===== config.mk =====
export PLATFORM = sky130hd
export DESIGN_NAME = uart_tx_arbiter
export DESIGN_NICKNAME = d
export VERILOG_FILES = /design/src/rtl/uart_arb_pkg.sv /design/src/rtl/uart_tx_arbiter_rr_pick.sv /design/src/rtl/uart_tx_arbiter.sv
export SDC_FILE = /design/constraint.sdc
export NUM_CORES = 1
export LEC_CHECK = 0
export ABC_AREA = 1
export ABC_CLOCK_PERIOD_IN_PS = 2200
export CORE_AREA = 8 8 52 54
export CTS_CLUSTER_DIAMETER = 150
export DETAILED_ROUTE_END_ITERATION = 10
export DIE_AREA = 0 0 60 62
export HOLD_SLACK_MARGIN = 0.1
export PLACE_DENSITY = 0.77
export SETUP_SLACK_MARGIN = 0.02
export SLEW_MARGIN = 40
export SYNTH_ARGS = -nofsm -noshare
export SYNTH_HDL_FRONTEND = slang
export SYNTH_SLANG_ARGS = --single-unit

===== constraint.sdc =====
create_clock -name clk -period 2.2 [get_ports clk]
set_input_delay 0.33 -clock clk [delete_from_list [all_inputs] [get_ports clk]]
set_output_delay 0.33 -clock clk [all_outputs]
set_load 0.02 [all_outputs]

===== src/rtl/uart_arb_pkg.sv =====
// Shared constants for the UART transmit arbiter: byte width, ASCII line feed
// and the 2-bit state encoding used by uart_tx_arbiter.
// Optional line lock feature is enabled by defining UART_ARB_LINE_LOCK_EN.
package uart_arb_pkg;

  localparam int unsigned BYTE_W = 8;

  localparam logic [BYTE_W-1:0] ASCII_LF = 8'h0A;

  localparam logic [1:0] ST_IDLE      = 2'd0;
  localparam logic [1:0] ST_SEND      = 2'd1;
  localparam logic [1:0] ST_WAIT_BUSY = 2'd2;
  localparam logic [1:0] ST_WAIT_IDLE = 2'd3;

endpackage : uart_arb_pkg


===== src/rtl/uart_tx_arbiter_rr_pick.sv =====
// Combinational round-robin picker: returns the first set bit of mask
// strictly after index last, wrapping around; found is low for an empty mask.
module rr_pick
  import uart_arb_pkg::*;
#(
  parameter int unsigned N_REQ = 2,
  parameter int unsigned IDX_W = 1
) (
  input  logic [N_REQ-1:0] mask,
  input  logic [IDX_W-1:0] last,
  output logic [IDX_W-1:0] win,
  output logic             found
);

  // Scan offsets 1..N_REQ from last; the earliest hit wins
  always_comb begin
    win   = '0;
    found = 1'b0;
    for (int unsigned k = 1; k <= N_REQ; k++) begin
      if (!found && mask[IDX_W'((32'(last) + k) % N_REQ)]) begin
        found = 1'b1;
        win   = IDX_W'((32'(last) + k) % N_REQ);
      end
    end
  end

endmodule : rr_pick


===== src/rtl/uart_tx_arbiter.sv =====
// Round-robin arbiter sharing one UART transmitter between N_REQ byte
// producers. Each grant issues a one-cycle send pulse, then the arbiter waits
// for the transmitter to go busy and return idle before the next decision.
// Define UART_ARB_LINE_LOCK_EN to keep the grant on one producer until it
// sends a line feed (with optional LOCK_TIMEOUT release).
module uart_tx_arbiter
  import uart_arb_pkg::*;
#(
  parameter int unsigned N_REQ        = 2,
  parameter int unsigned LOCK_TIMEOUT = 4096
) (
  input  logic                    clk,
  input  logic                    rst,
  input  logic [N_REQ-1:0]        req_valid,
  input  logic [BYTE_W*N_REQ-1:0] req_data,
  output logic [N_REQ-1:0]        req_ready,
  input  logic                    tx_ready,
  output logic                    tx_send,
  output logic [BYTE_W-1:0]       tx_data,
  output logic [N_REQ-1:0]        grant,
  output logic                    busy
);

  localparam int unsigned IDX_W = (N_REQ > 1) ? $clog2(N_REQ) : 1;

  logic [1:0]        state_q, state_d;
  logic [IDX_W-1:0]  last_q, last_d;
  logic              tx_send_d;
  logic [N_REQ-1:0]  req_ready_d;
  logic [N_REQ-1:0]  grant_d;
  logic [BYTE_W-1:0] tx_data_d;
  logic              busy_d;

  logic [N_REQ-1:0]  elig_c;
  logic [IDX_W-1:0]  win_c;
  logic              found_c;
  logic [BYTE_W-1:0] win_data_c;
  logic [N_REQ-1:0]  win_onehot_c;

  rr_pick #(
    .N_REQ (N_REQ),
    .IDX_W (IDX_W)
  ) u_rr_pick (
    .mask  (elig_c),
    .last  (last_q),
    .win   (win_c),
    .found (found_c)
  );

  // Select the winner's byte from the flattened data bus
  always_comb begin
    win_data_c = '0;
    for (int unsigned i = 0; i < N_REQ; i++) begin
      if (win_c == IDX_W'(i)) begin
        win_data_c = req_data[BYTE_W*i +: BYTE_W];
      end
    end
  end

  // One-hot form of the winner index
  always_comb win_onehot_c = N_REQ'(1) << win_c;

`ifdef UART_ARB_LINE_LOCK_EN
  localparam int unsigned CNT_W = (LOCK_TIMEOUT > 1) ? $clog2(LOCK_TIMEOUT + 1) : 1;

  logic             lock_q, lock_d;
  logic [IDX_W-1:0] lock_id_q, lock_id_d;
  logic [CNT_W-1:0] cnt_q, cnt_d;

  // While locked only the lock owner may be picked
  always_comb elig_c = lock_q ? (req_valid & (N_REQ'(1) << lock_id_q)) : req_valid;

  // Lock set on non-LF grants, cleared by LF or by the idle timeout
  always_comb begin
    lock_d    = lock_q;
    lock_id_d = lock_id_q;
    cnt_d     = cnt_q;
    if (state_q == ST_IDLE) begin
      if (tx_ready && found_c) begin
        cnt_d = '0;
        if (win_data_c == ASCII_LF) begin
          lock_d = 1'b0;
        end else begin
          lock_d    = 1'b1;
          lock_id_d = win_c;
        end
      end else if ((LOCK_TIMEOUT != 0) && lock_q && !req_valid[lock_id_q]) begin
        if (32'(cnt_q) + 32'd1 >= LOCK_TIMEOUT) begin
          lock_d = 1'b0;
          cnt_d  = '0;
        end else begin
          cnt_d = cnt_q + CNT_W'(1);
        end
      end
    end
  end

  // Lock state register
  always_ff @(posedge clk or negedge rst) begin
    if (!rst) begin
      lock_q    <= 1'b0;
      lock_id_q <= '0;
      cnt_q     <= '0;
    end else begin
      lock_q    <= lock_d;
      lock_id_q <= lock_id_d;
      cnt_q     <= cnt_d;
    end
  end
`else
  logic unused_lock_timeout;

  // Plain per-byte round robin: every valid requester is eligible
  always_comb elig_c = req_valid;

  assign unused_lock_timeout = (LOCK_TIMEOUT != 0);
`endif

  // Next-state and registered-output logic
  always_comb begin
    state_d     = state_q;
    last_d      = last_q;
    tx_send_d   = 1'b0;
    req_ready_d = '0;
    grant_d     = grant;
    tx_data_d   = tx_data;
    case (state_q)
      ST_IDLE: begin
        if (tx_ready && found_c) begin
          state_d     = ST_SEND;
          tx_send_d   = 1'b1;
          req_ready_d = win_onehot_c;
          grant_d     = win_onehot_c;
          tx_data_d   = win_data_c;
          last_d      = win_c;
        end
      end
      ST_SEND:      state_d = ST_WAIT_BUSY;
      ST_WAIT_BUSY: if (!tx_ready) state_d = ST_WAIT_IDLE;
      ST_WAIT_IDLE: if (tx_ready)  state_d = ST_IDLE;
      default:      state_d = ST_IDLE;
    endcase
    busy_d = (state_d != ST_IDLE);
  end

  // State and output registers
  always_ff @(posedge clk or negedge rst) begin
    if (!rst) begin
      state_q   <= ST_IDLE;
      last_q    <= IDX_W'(N_REQ - 1);
      tx_send   <= 1'b0;
      req_ready <= '0;
      grant     <= '0;
      tx_data   <= '0;
      busy      <= 1'b0;
    end else begin
      state_q   <= state_d;
      last_q    <= last_d;
      tx_send   <= tx_send_d;
      req_ready <= req_ready_d;
      grant     <= grant_d;
      tx_data   <= tx_data_d;
      busy      <= busy_d;
    end
  end

endmodule : uart_tx_arbiter

-- Word-level counts from Yosys, hierarchy flattened
Cells that the tools add are included.
- register bits: 17
- latch bits: 0
- RAM bits: 0
- ROM bits: 0
- bits of input ports: 21
- memories: 0
- $add $sub $neg: 2
- multiply operators: 0
- div/mod/pow operators: 0
- magnitude comparators: 2
- eq/ne operators: 3
- shift-type cells: 1
- multiplexer cells: 17
- bitwise logic cells: 0
- reduce and logical (&&, ||, !) cells: 6
- operator list (kind ; number):
    $mux W1 ; 10
    $mux W2 ; 5
    $mux W8 ; 1
    $pmux W2 S4 ; 1
    $eq A2 B2 Y1 const B ; 2
    $lt A1 B2 Y1 const B ; 2
    $add A1 B1 Y1 const B ; 2
    $eq A2 B1 Y1 const B ; 1
    $logic_and A1 B1 Y1 ; 2
    $logic_not A2 Y1 ; 1
    $reduce_and A2 Y1 ; 1
    $reduce_bool A2 Y1 ; 1
    $shl A1 B1 Y2 const A ; 1
    $logic_not A1 Y1 ; 1

-- Depth between registers and ports, before layout
Gate-level depths: netlist of run 1.
- depth after elaboration: 11
- gate-level depth with buffers: 7
- mapped depth without buffers: 6

-- By module
From an unflattened synthesis of run 1, not the netlist that was laid out.
- cell total of the unflattened synthesis: 95
- area total of the unflattened synthesis: 774.5 µm²
- modules (own cells, without submodules) (module ; instances ; cells an instance ; area an instance (µm²) ; sequential area each (µm²)):
    uart_tx_arbiter ; 1 ; 92 ; 759.5 ; 426.7
    rr_pick ; 1 ; 3 ; 15.0 ; 0.0

-- Least setup slack after synthesis of run 1
No wires, ideal clock.
- kind: register -> register
- start point: register last_q
- end point: register grant[1]
- data arrival time: 0.926 ns
- required time: 2.083 ns
- slack: 1.157 ns
- cell stages (with the launch flop): 6
- period minus slack after synthesis: 1.043 ns
- cells stage by stage: dfstp_2 -> nand2_2 -> nand2_2 -> nor2_1 -> inv_1 -> nand2_1
- longest elaborated chain between the ends: 9
- elaborated cells on any way between the ends: 15
- classes of those cells: add/sub (2); shift (1); mux (8); reduce/logical (4)
- ends and longest elaborated chain (what ; RTL line ; text):
    start: declaration ; uart_tx_arbiter.sv:27 ; logic [IDX_W-1:0] last_q, last_d;
    start signal: assignment ; uart_tx_arbiter.sv:150 ; last_q <= IDX_W'(N_REQ - 1);
    start signal: assignment ; uart_tx_arbiter.sv:158 ; last_q <= last_d;
    $add A1 B1 Y1 ; uart_tx_arbiter_rr_pick.sv:20, uart_tx_arbiter_rr_pick.sv:22 ;
    $mux W1 (implied by the code) (2 in a row) ; uart_tx_arbiter_rr_pick.sv:20 ; if (!found && mask[IDX_W'((32'(last) + k) % N_REQ)]) begin
    $mux W1 ; uart_tx_arbiter_rr_pick.sv:20 ;
    $logic_not A1 Y1 ; uart_tx_arbiter_rr_pick.sv:20 ;
    $logic_and A1 B1 Y1 ; uart_tx_arbiter_rr_pick.sv:20 ;
    $mux W1 ; uart_tx_arbiter_rr_pick.sv:20 ;
    $logic_and A1 B1 Y1 ; uart_tx_arbiter.sv:129 ; if (tx_ready && found_c) begin
    $reduce_and A2 Y1 (no source line) ; -- ;
    end signal: assignment ; uart_tx_arbiter.sv:161 ; grant <= grant_d;
    end: declaration ; uart_tx_arbiter.sv:20 ; output logic [N_REQ-1:0] grant,
Parallel ways exist; a longest one is shown, timed or not. The select of a mux whose other input is x is not followed.
A chain may end at the register's enable or synchronous reset.

-- Final worst setup path of run 1
- start point: register tx_data[6]
- end point: output tx_data[6]
- RTL lines (what ; RTL line ; text):
    start: declaration ; uart_tx_arbiter.sv:19 ; output logic [BYTE_W-1:0] tx_data,
    start signal: assignment ; uart_tx_arbiter.sv:162 ; tx_data <= tx_data_d;
No word-level cell between the ends.

==> run summary, run 1 <==
GRT Overall Usage -> 11.7%
First drt pass iteration count -> 4
#FFs+latches synth -> 17
Status -> finished clean
Starting Density -> 40.5%
Post-synth EDFFs -> 0
Initial detailed-routing violation count -> 9
N_diodes -> 0
DIE AREA -> 3720 um2
Cell breakdown of the critical path -> clkdlybuf4s50_1
Final ANT Viol Nets -> 0
Register area share after synthesis -> 55.4%
Post-Syn Area -> 769 um2
Worst Hold Class -> reg2reg
CP startpoint -> tx_data[6]$_DFFE_PN0P_
Die width -> 60 um
Worst path slowest cell -> clkdlybuf4s50_1
MaxCap Viol Count -> 0
Placement Setup Slack -> 0.440 ns
Buffer and inverter count on the worst path -> 1
Setup TNS Final -> 0 ns
Rel. slew slack -> 70.1%
Final net count -> 152
Critical Path End -> tx_data[6]
Area after DPL -> 1120 um2
FF-to-FF End -> grant[1]$_DFFE_PN0P_
Worst slew pin tran -> 0.447 ns
Pwr per Cell Area -> 1130 nW/um2
Synth top cells by count -> 51 x nand2_1, 16 x dfrtp_1, 10 x nand3_1, 5 x inv_1
Root Buffer -> clkbuf_4
Tcrit/Tclk final -> 72.7%
Clk slew on worst S/H paths -> 0.10 ns
Total CTS buffers -> 3
Core footprint -> 1900 um2
Share of cells above drive strength 1 -> 9.23%
Clk_lat worst skew -> 0.28 ns
CTS H-tree lvls -> 1
Crit-path max cell delay -> 0.61 ns
RD Place Congestion -> 0.712
Hold Vio Cnt, Final -> 0
Vias per inst -> 4.48
I/O pin total -> 35
Synth Flop Type -> dfrtp_1
DRC violations left -> 0
Min Tclk post-route -> 1.60 ns
Dpl hpwl -> 1470 um
Final setup fails -> 0
Clock tree sinks -> 17
Critical Path AT -> 1.27 ns
Initial antenna violation count -> 0
Worst Setup End Kind -> output pin
Critical path depth -> 1
Post-synth net total -> 114
Critical Path RT -> 1.87 ns
First-pass GRT wire length -> 3280 um
RSZ-0062 raised after global routing -> false
CP Max Fanout -> 2
Post-Synthesis Cells -> 93
Area leader, netlist -> dfrtp_1
Final Cell Area -> 1150 um2
FP Rows -> 16
Post_cts resized -> 0
Post-synth top area share -> 52.0%
R2R setup slack -> 0.97 ns
Number of global-route vias before repair -> 694
Total Routed Length -> 1910 um
Yosys Warn Count -> 0
Die Ht -> 62 um
Final worst setup slack -> 0.600 ns
CTS tree -> built
VDD IR max -> 0.000523 V
Worst setup SP type -> flip-flop
Clock buffer depth -> 2
Port Buffers -> 34
Area occupied by multi-input gates -> 302 um2
Ys async rst share -> 100%
GRT overflow -> 0
Seq. cell area -> 427 um2
Most common cell in the netlist -> nand2_1
Largest delay share family, worst path -> buffers and inverters
Worst r2r path cells -> 5
P&R area growth vs syn -> 49.9%
Via count -> 704
Synthesized area per cell -> 8.27 um2
Count of different cell masters after synthesis -> 9
Max Freq -> 0.625 GHz
Final Skew -> 0.00146 ns
Ranking of synthesized cells by area -> dfrtp_1 52%, nand2_1 25%, nand3_1 6.5%
WS Path Type -> reg2out
Worst R2R Start -> last_q$_DFFE_PN1P_
Slew Viols, Final -> 0
Largest net degree at the start of global routing -> 18
DR WL/cell -> 12.1 um
LEAKAGE -> 0.579 nW
Fill count -> 164
==> worst min-delay path by stage <==
stage	start	end	slack, ns	cells after the start
floorplan	rst	busy$_DFF_PN0_	0.03	0
global placement	last_q$_DFFE_PN1P_	last_q$_DFFE_PN1P_	0.46	2
detailed placement	grant[1]$_DFFE_PN0P_	grant[1]$_DFFE_PN0P_	0.46	2
CTS	rst	tx_send$_DFF_PN0_	0.48	1
global route	last_q$_DFFE_PN1P_	last_q$_DFFE_PN1P_	0.51	2
finish	grant[1]$_DFFE_PN0P_	grant[1]$_DFFE_PN0P_	0.48	2
==> state kept, by name, indices dropped and copies added, names as in the netlist <==
| signal | count |
|---|---|
| last_q | 1 |
| busy | 1 |
| req_ready | 2 |
| tx_send | 1 |
| tx_data | 8 |
| grant | 2 |
| state_q | 2 |
==> what timing repair did <==
item                                    in CTS  in global routing
hold buffers                                 0                  1
endpoints found under the setup margin       0                  0
hold endpoints to repair                     0                 16
setup buffers                                0                  0
==> metal layers <==
layer / vias up / track usage [%] / share of wire, % / wire length [um]
met2: 16 / 19.4 / 50 / 944
met1: 327 / 13.7 / 44 / 838
li1: 359 / - / - / -
met4: 0 / 8.16 / 1.4 / 27
met3: 2 / 1.85 / 5.0 / 96
met5: - / 0 / 0 / 0
==> cell type report <==
| cell class | count | share of cell area, % |
|---|---|---|
| well taps | 27 | 2.93 |
| multi-input cells | 69 | 26.1 |
| repair buffers | 35 | 29.9 |
| flip-flops and latches | 17 | 37.0 |
| clock inverters | 1 | 0.434 |
| clock buffers | 3 | 1.95 |
| inverters | 5 | 1.63 |
==> cell usage in the layout, fill, tap and decap left out <==
master           count
nand2_1             51
clkdlybuf4s50_1     33
dfrtp_1             16
nand3_1             10
inv_1                5
nor2_4               3
nand2_2              3
clkbuf_4             3
nor2_1               2
clkinv_2             1
dlygate4sd3_1        1
buf_2                1
dfstp_2              1
==> worst register-to-register path: stages, from the launching register on <==
cell and delay, ns:
dfstp_2 0.55, nand2_2 0.13, nand2_2 0.22, nor2_1 0.09, inv_1 0.08, nand2_1 0.05
==> power by group <==
group | switching (W) | total [W] | internal (W) | leakage [nW]
sequential | 0.0000810 | 0.000529 | 0.000448 | 0.210
clock | 0.0000957 | 0.000163 | 0.0000675 | 0.0177
combinational | 0.000326 | 0.000615 | 0.000289 | 0.351
total | 0.000503 | 0.00131 | 0.000805 | 0.579
==> logic make-up (layout without fill, tap and decap cells) <==
kind of cell	Yosys count	count (layout)	share of synthesized area, %
simple gates	69	69	39.2
flops	17	17	55.4
buf+inv	7	44	5.37
==> metrics by stage <==
stage	util, %	hold slack (ns)	instances	total power (W)
floorplan	-	0.0344	93	0.000850
global placement	58.9	0.460	152	0.00115
detailed placement	58.9	0.462	152	0.00116
CTS	60.4	0.481	156	0.00133
global route	60.7	0.511	157	0.00140
finish	60.7	0.479	157	0.00131
No activity file was read; power rests on OpenSTA's default activity.
==> run 2: changes to the inputs <==
--- a/config.mk
+++ b/config.mk
@@ -6,13 +6,13 @@
 export NUM_CORES = 1
 export LEC_CHECK = 0
 export ABC_AREA = 1
-export ABC_CLOCK_PERIOD_IN_PS = 2200
-export CORE_AREA = 8 8 52 54
+export ABC_CLOCK_PERIOD_IN_PS = 1600
+export CORE_AREA = 8 8 53 55
 export CTS_CLUSTER_DIAMETER = 150
 export DETAILED_ROUTE_END_ITERATION = 10
-export DIE_AREA = 0 0 60 62
+export DIE_AREA = 0 0 61 63
 export HOLD_SLACK_MARGIN = 0.1
-export PLACE_DENSITY = 0.77
+export PLACE_DENSITY = 0.74
 export SETUP_SLACK_MARGIN = 0.02
 export SLEW_MARGIN = 40
 export SYNTH_ARGS = -nofsm -noshare
==> constraint.sdc (replaced) <==
create_clock -name clk -period 1.6 [get_ports clk]
set_input_delay 0.24 -clock clk [delete_from_list [all_inputs] [get_ports clk]]
set_output_delay 0.24 -clock clk [all_outputs]
set_load 0.02 [all_outputs]
==> run summary, run 2 (synthesis results as in run 1) <==
Final Non-Filler Cells -> 160
Critical Path RT -> 1.36 ns
Max Freq -> 0.655 GHz
Hold Vio Cnt, Final -> 0
N_diodes -> 0
Tcrit/Tclk final -> 95.4%
DRC violations left -> 0
Combinational Power Share -> 47.4%
Clk_lat worst skew -> 0.30 ns
Reg with most FFs -> tx_data
I/O pin total -> 35
Cell breakdown of the critical path -> clkdlybuf4s50_1
Final setup fails -> 0
Number of global-route vias before repair -> 792
Sequential Power Share -> 39.7%
Die width -> 61 um
Placement Setup Slack -> 0.124 ns
Worst R2R Start -> state_q[1]$_DFF_PN0_
Crit-path max cell delay -> 0.61 ns
Largest net degree at the start of global routing -> 18
CTS Hold Buffers Added -> 0
First drt pass iteration count -> 4
DR WL/cell -> 12.4 um
R2R setup slack -> 0.45 ns
Clk pwr share -> 13.0%
Switching pwr -> 0.000706 W
Setup Fix Bufs, Post-CTS -> 0
First-pass GRT wire length -> 3300 um
Placed insts -> 156
Post_cts resized -> 0
Status -> finished clean
Slew Viols, Final -> 0
Critical Path AT -> 1.29 ns
Commonest non-fill, non-tap cell in the layout -> nand2_1
DIE AREA -> 3840 um2
WS Path Type -> reg2out
Initial detailed-routing violation count -> 13
Vias per inst -> 4.59
Switching portion of total power -> 38.7%
Port Buffers -> 34
Die Ht -> 63 um
FP Rows -> 17
Clock buffer depth -> 2
Root Buffer -> clkbuf_4
Final worst setup slack -> 0.0733 ns
Worst path slowest cell -> clkdlybuf4s50_1
PnR Total Power -> 0.00182 W
Final ANT Viol Nets -> 0
Core footprint -> 2060 um2
VDD IR max -> 0.000881 V
Worst r2r path cells -> 5
Starting Density -> 37.3%
Final net count -> 154
Min Tclk post-route -> 1.53 ns
CTS H-tree lvls -> 1
Pwr per Cell Area -> 1560 nW/um2
Number of flip-flops in the largest register -> 8
RD Place Congestion -> 0.718
Final Skew -> 0.00576 ns
Share of cells above drive strength 1 -> 10.6%
P_int -> 0.00112 W
Rel. slew slack -> 83.2%
CTS tree -> built
CP Max Fanout -> 2
Initial antenna violation count -> 0
FF-to-FF End -> grant[0]$_DFFE_PN0P_
Total Routed Length -> 1980 um
Total CTS buffers -> 3
Buffer and inverter count on the worst path -> 1
Dpl hpwl -> 1560 um
Worst Setup End Kind -> output pin
Worst slew pin tran -> 0.252 ns
RSZ-0062 raised after global routing -> false
Clock tree sinks -> 17
Setup TNS Final -> 0 ns
GRT overflow -> 0
Commonest non-fill, non-tap cells in the layout -> 51 x nand2_1, 34 x clkdlybuf4s50_1, 16 x dfrtp_1
MaxCap Viol Count -> 0
LEAKAGE -> 0.589 nW
Largest delay share family, worst path -> buffers and inverters
Worst Hold Class -> in2async
Clk slew on worst S/H paths -> 0.11 ns
Via count -> 735
Worst setup SP type -> flip-flop
GRT Overall Usage -> 11.2%
P&R area growth vs syn -> 52.4%
[run 2: worst max path at each step]
stage	startpoint	end	depth (start not counted)	slack, ns
2_1_floorplan	last_q$_DFFE_PN1P_	grant[1]$_DFFE_PN0P_	5	0.56
3_3_place_gp	req_valid[1]	tx_data[7]$_DFFE_PN0P_	6	0.15
3_5_place_dp	req_valid[1]	grant[0]$_DFFE_PN0P_	6	0.12
4_1_cts	tx_data[2]$_DFFE_PN0P_	tx_data[2]	1	0.07
5_1_grt	tx_data[1]$_DFFE_PN0P_	tx_data[1]	1	0.03
6_report	tx_data[2]$_DFFE_PN0P_	tx_data[2]	1	0.07
[run 2: cell type report]
cell class | count | area (um2)
fill | 193 | 891
sequential | 17 | 427
timing repair buffer | 37 | 363
multi-input combinational | 69 | 302
tap | 28 | 35.0
clock buffer | 3 | 22.5
inverter | 5 | 18.8
clock inverter | 1 | 5.00
[run 2: through the flow]
stage / hold WS (ns) / utilization (%) / cell area (um2)
after floorplan: -0.0556 / - / 769
after global placement: 0.459 / 55.5 / 1140
after detailed placement: 0.464 / 55.5 / 1140
after CTS: 0.256 / 56.8 / 1170
after global routing: 0.267 / 56.8 / 1170
final: 0.251 / 56.8 / 1170
[run 2: routing by layer]
| layer | global-route usage (%) | vias up | share of wire, % |
|---|---|---|---|
| li1 | - | 363 | - |
| met5 | 0 | - | 0 |
| met3 | 3.29 | 5 | 6.2 |
| met2 | 19.7 | 24 | 51 |
| met4 | 6.12 | 0 | 2.0 |
| met1 | 11.2 | 343 | 41 |
[run 2: power by group through the flow]
stage	clock network [W]	registers [W]	logic, W
floorplan	0	0.000905	0.000264
finish	0.000236	0.000724	0.000863
detailed placement	0	0.000733	0.000872
global placement	0	0.000723	0.000861
CTS	0.000238	0.000727	0.000878
global route	0.000250	0.000745	0.000940
